$ cat src/rtl/mips_imem_loader.sv
// Boot loader for the MIPS instruction memory: receives a framed byte stream
// (length, big-endian words, XOR checksum) and keeps the core in reset until it verifies.
module mips_imem_loader #(
    parameter int ADDR_WIDTH = 8
) (
    input  logic                  GlobalClock,
    input  logic                  GlobalReset,
    input  logic [7:0]            ByteIn,
    input  logic                  ByteValid,
    output logic                  ByteReady,
    input  logic                  Restart,
    output logic                  ImemWe,
    output logic [ADDR_WIDTH-1:0] ImemAddr,
    output logic [31:0]           ImemWdata,
    output logic                  CoreHold,
    output logic                  LoadDone,
    output logic                  LoadError
);

    typedef enum logic [2:0] {LEN_H, LEN_L, DATA, CHECK, DONE, ERR} state_t;

    localparam logic [16:0] CAP = 17'd1 << ADDR_WIDTH;

    state_t      state, nxt;
    logic        rdy_en;
    logic        accept;
    logic [15:0] len;
    logic [15:0] len_new;
    logic [15:0] wcnt;
    logic [1:0]  bcnt;
    logic [23:0] word;
    logic [7:0]  csum;
    logic        last_byte;

    assign len_new   = {len[15:8], ByteIn};
    assign last_byte = (bcnt == 2'd3) && (wcnt + 16'd1 == len);

    always_ff @(posedge GlobalClock or negedge GlobalReset) begin
        if (!GlobalReset) state <= LEN_H;
        else              state <= nxt;
    end

    always_comb begin
        nxt       = state;
        ByteReady = rdy_en && !Restart &&
                    (state == LEN_H || state == LEN_L || state == DATA || state == CHECK);
        accept    = ByteReady && ByteValid;
        if (Restart) begin
            nxt = LEN_H;
        end else if (accept) begin
            case (state)
                LEN_H: nxt = LEN_L;
                LEN_L: begin
                    if ({1'b0, len_new} > CAP) nxt = ERR;
                    else if (len_new == 16'd0) nxt = CHECK;
                    else                       nxt = DATA;
                end
                DATA:  if (last_byte) nxt = CHECK;
                CHECK: nxt = (ByteIn == csum) ? DONE : ERR;
                default: nxt = state;
            endcase
        end
    end

    assign CoreHold  = (state != DONE);
    assign LoadDone  = (state == DONE);
    assign LoadError = (state == ERR);

    always_ff @(posedge GlobalClock or negedge GlobalReset) begin
        if (!GlobalReset) begin
            rdy_en    <= 1'b0;
            len       <= '0;
            wcnt      <= '0;
            bcnt      <= '0;
            word      <= '0;
            csum      <= '0;
            ImemWe    <= 1'b0;
            ImemAddr  <= '0;
            ImemWdata <= '0;
        end else begin
            rdy_en <= 1'b1;
            ImemWe <= 1'b0;
            if (Restart) begin
                len  <= '0;
                wcnt <= '0;
                bcnt <= '0;
                csum <= '0;
            end else if (accept) begin
                case (state)
                    LEN_H: begin
                        len  <= {ByteIn, 8'h00};
                        csum <= ByteIn;
                    end
                    LEN_L: begin
                        len  <= len_new;
                        csum <= csum ^ ByteIn;
                    end
                    DATA: begin
                        csum <= csum ^ ByteIn;
                        word <= {word[15:0], ByteIn};
                        bcnt <= bcnt + 2'd1;
                        // Fourth byte completes the word; the write lands next cycle.
                        if (bcnt == 2'd3) begin
                            ImemWe    <= 1'b1;
                            ImemAddr  <= wcnt[ADDR_WIDTH-1:0];
                            ImemWdata <= {word, ByteIn};
                            wcnt      <= wcnt + 16'd1;
                        end
                    end
                    default: ;
                endcase
            end
        end
    end

endmodule

$ cat config.mk
export PLATFORM = sky130hd
export DESIGN_NAME = mips_imem_loader
export DESIGN_NICKNAME = d
export VERILOG_FILES = /design/src/rtl/mips_imem_loader.sv
export SDC_FILE = /design/constraint.sdc
export NUM_CORES = 1
export LEC_CHECK = 0
export ABC_AREA = 1
export CAP_MARGIN = 20
export CORE_MARGIN = 3
export CORE_UTILIZATION = 55
export CTS_CLUSTER_SIZE = 16
export DETAILED_ROUTE_END_ITERATION = 6
export PLACE_DENSITY_LB_ADDON = 0.05
export SYNTH_ARGS = -nofsm -noshare
export SYNTH_HDL_FRONTEND = slang
export SYNTH_SLANG_ARGS = --single-unit
$ cat constraint.sdc
create_clock -name GlobalClock -period 2.1 [get_ports GlobalClock]
set_clock_uncertainty 0.05 [all_clocks]
set_input_delay 0.21 -clock GlobalClock [delete_from_list [all_inputs] [get_ports GlobalClock]]
set_output_delay 0.21 -clock GlobalClock [all_outputs]
set_load 0.01 [all_outputs]
==> flow_summary.json <==
{
  "p_per_area_mw_per_mm2": 636,
  "num_rows": 35,
  "wl_per_cell_microns": 14.8,
  "cp-start-kind": "register",
  "hpwl_microns": 8810,
  "cts_tree": "done",
  "endpoint_kind": "output port",
  "synth_cells": 636,
  "root_buffer": "clkbuf_8",
  "cts_sinks": 111,
  "syn2layout_area_growth_pct": 20.5,
  "coreArea_sq_mm": 0.00928,
  "syn_area_sq_mm": 0.00529,
  "yosysWarnings": 0,
  "antenna_cells": 0,
  "cp.buffers_inverters": 3,
  "maxCapViolCount": 0,
  "grt_pass1_vias": 4293,
  "irDropWorstVdd_uv": 365,
  "grtUsageTotal_pct": 24.0,
  "p_total_mw": 4.05,
  "drtIter0Drc": 287,
  "synth_nets": 650,
  "place_congestion": 0.882,
  "fillers": 773,
  "slew_viol_final": 0,
  "p_leak_nw": 2.92,
  "fin_crit_ns": 2.00,
  "clock_path_buffers": 2,
  "layout-drive-gt1-share_pct": 12.2,
  "die_x_microns": 104,
  "die_h_microns": 104,
  "dpl.cell_count": 820,
  "hold_viol": 0,
  "synth.avg_cell_area_sq_um": 8.31,
  "cp_slowest_cell": "clkdlybuf4s50_1",
  "max_freq_mhz": 501,
  "synth_edf_count": 0,
  "synthFlopType": "dfrtp_1",
  "grt_max_degree": 53,
  "max_stage_delay_ns": 0.52,
  "ys_seq_elements": 111,
  "wl_microns": 12400,
  "crit_family": "buffers and inverters",
  "post-route-period-util_pct": 95.1,
  "setup_viol": 0,
  "antenna_found_initial": 0,
  "drc": 0,
  "fin_util_pct": 68.6,
  "fp.dieArea_sq_mm": 0.0108,
  "required_ns": 1.84,
  "vias_per_cell": 5.30,
  "worstHoldPathType": "input port to asynchronous set/reset pin",
  "crit_path_cell_trace": "buf_4, nor2_1, nand2_1, inv_1, clkdlybuf4s50_1",
  "hold_ws_ns": 0.269,
  "ant_nets": 0,
  "finalSetupTns_ns": 0,
  "crit_type": "register to output port",
  "io_pins": 57,
  "clk_latency_ns": 0.39,
  "grt_pass1_wl_microns": 21100,
  "path_max_fanout": 7,
  "vias": 4465,
  "fin_nets": 722,
  "htree_levels": 3,
  "synth_cell_types": 33,
  "critPathArrivalTime_ns": 1.74,
  "instances_no_fill": 842,
  "path_clk_slew_ns": 0.11,
  "first_pass_iters": 5,
  "cts_buffers": 9,
  "port_buffers": 56,
  "async_reset_ff_share_pct": 100,
  "synth_seq_area_share_pct": 52.6,
  "grt_overflow": 0,
  "outcome": "finished, final reports clean",
  "initial_core_util_pct": 56.9
}
synthesized netlist by cell type, types with 3 or more instances:
cell        n  area share [%]
nand2_1   169              12
nand2_4     3            0.64
inv_1      78             5.5
buf_2      10            0.95
o22ai_1    19             2.2
nand4_1    10             1.2
o21ai_1    31             2.9
o211ai_1    5            0.71
nand2_2     9             1.1
nor2_1     29             2.1
dfrtp_1   111              53
nor2_4      7             1.5
xnor2_1     3            0.50
o21ai_0    44             4.2
inv_2       6            0.43
nor3_1      4            0.38
a31oi_1     3            0.36
xor2_1      6            0.99
o31ai_1     5            0.71
clkbuf_1    8            0.57
nand3_1    53             5.0
o21a_1      6            0.85
power breakdown:
group | total [mW] | switching [mW] | internal [mW] | leakage (nW)
logic | 0.432 | 0.274 | 0.158 | 1.38
registers | 2.33 | 0.0747 | 2.25 | 1.44
clock network | 1.29 | 0.816 | 0.478 | 0.104
layout make-up:
class,instances,area [sq um],area share [%]
clock buffer,9,124,1.94
sequential,111,2780,43.7
tap,129,161,2.53
clock inverter,7,86.3,1.36
timing repair buffer,82,768,12.1
inverter,84,315,4.95
multi-input combinational,420,2130,33.5
placed cells by master (no fill, tap or decap), types with 2 or more instances in the layout:
cell	n
xor2_1	6
o22ai_1	19
inv_2	6
nand3_1	51
nor2_4	7
nor3_1	4
nor4_1	2
nand3b_1	2
nand2_1	167
clkinv_4	2
o31ai_1	5
nand3_2	2
nand2_4	4
nand2_2	10
dfrtp_1	106
nor2_1	25
dfrtp_2	5
o21ai_0	44
inv_1	78
clkbuf_8	9
o21ai_1	31
buf_4	25
nand4_1	10
a31oi_1	3
nor2_2	7
o21a_1	6
clkinv_8	3
clkdlybuf4s50_1	55
o211ai_1	5
xnor2_1	3
flip-flops by register name (all words and copies together) (netlist names):
register	flops
ImemWe	1
bcnt	2
ImemWdata	32
csum	8
rdy_en	1
word	24
wcnt	16
state	3
len	16
ImemAddr	8
path summary, 6_finish.rpt:
path,from,end,slack (ns),cells after the start
setup / recovery,state[1],LoadDone,0.10,5
max in group asynchronous,GlobalReset,wcnt[0],1.06,3
min in group GlobalClock,ImemAddr[2],ImemAddr[2],0.44,2
setup reg to reg,wcnt[0],state[1],0.14,14
hold reg to reg,ImemAddr[2],ImemAddr[2],0.44,2
hold / removal,GlobalReset,ImemWdata[30],0.27,2
routing by layer:
metal | vias to the layer above | part of all wire (%) | track usage [%]
li1 | 2209 | - | -
met1 | 2085 | 48 | 35.7
met2 | 149 | 44 | 36.5
met3 | 22 | 5.5 | 3.60
met4 | 0 | 1.8 | 7.31
met5 | - | 0 | 0
what timing repair did:
item                                    CTS  global route
setup buffers                             0             4
endpoints found under the setup margin    0             3
hold buffers                              1             0
resized for setup                         0            17
hold endpoints to repair                 34             0
logic make-up (layout without fill, tap and decap cells):
family	after synthesis	after routing	share of synthesized area, %
xor+xnor	9	9	1.49
flops	111	111	52.6
simple gates	291	292	24.8
other cells	1	1	0.0710
buf+inv	106	182	8.19
compound gates	116	116	12.4
fa+ha+maj	2	2	0.473
worst register-to-register path, delay by kind of cell, from the launching register on:
family / cells / cell delay [ns]
adders and majority gates: 1 / 0.28
DFF: 1 / 0.46
and+or+nand+nor: 12 / 1.01
buffers and inverters: 1 / 0.05
metrics by stage:
step                      area (sq um)  setup WS (ns)
after floorplan                   5290          0.334
final                             6370          0.103
after CTS                         6280         0.0765
after detailed placement          6060         0.0943
after global routing              6370        -0.0138
after global placement            6060          0.120
No activity file was read; power rests on OpenSTA's default activity.
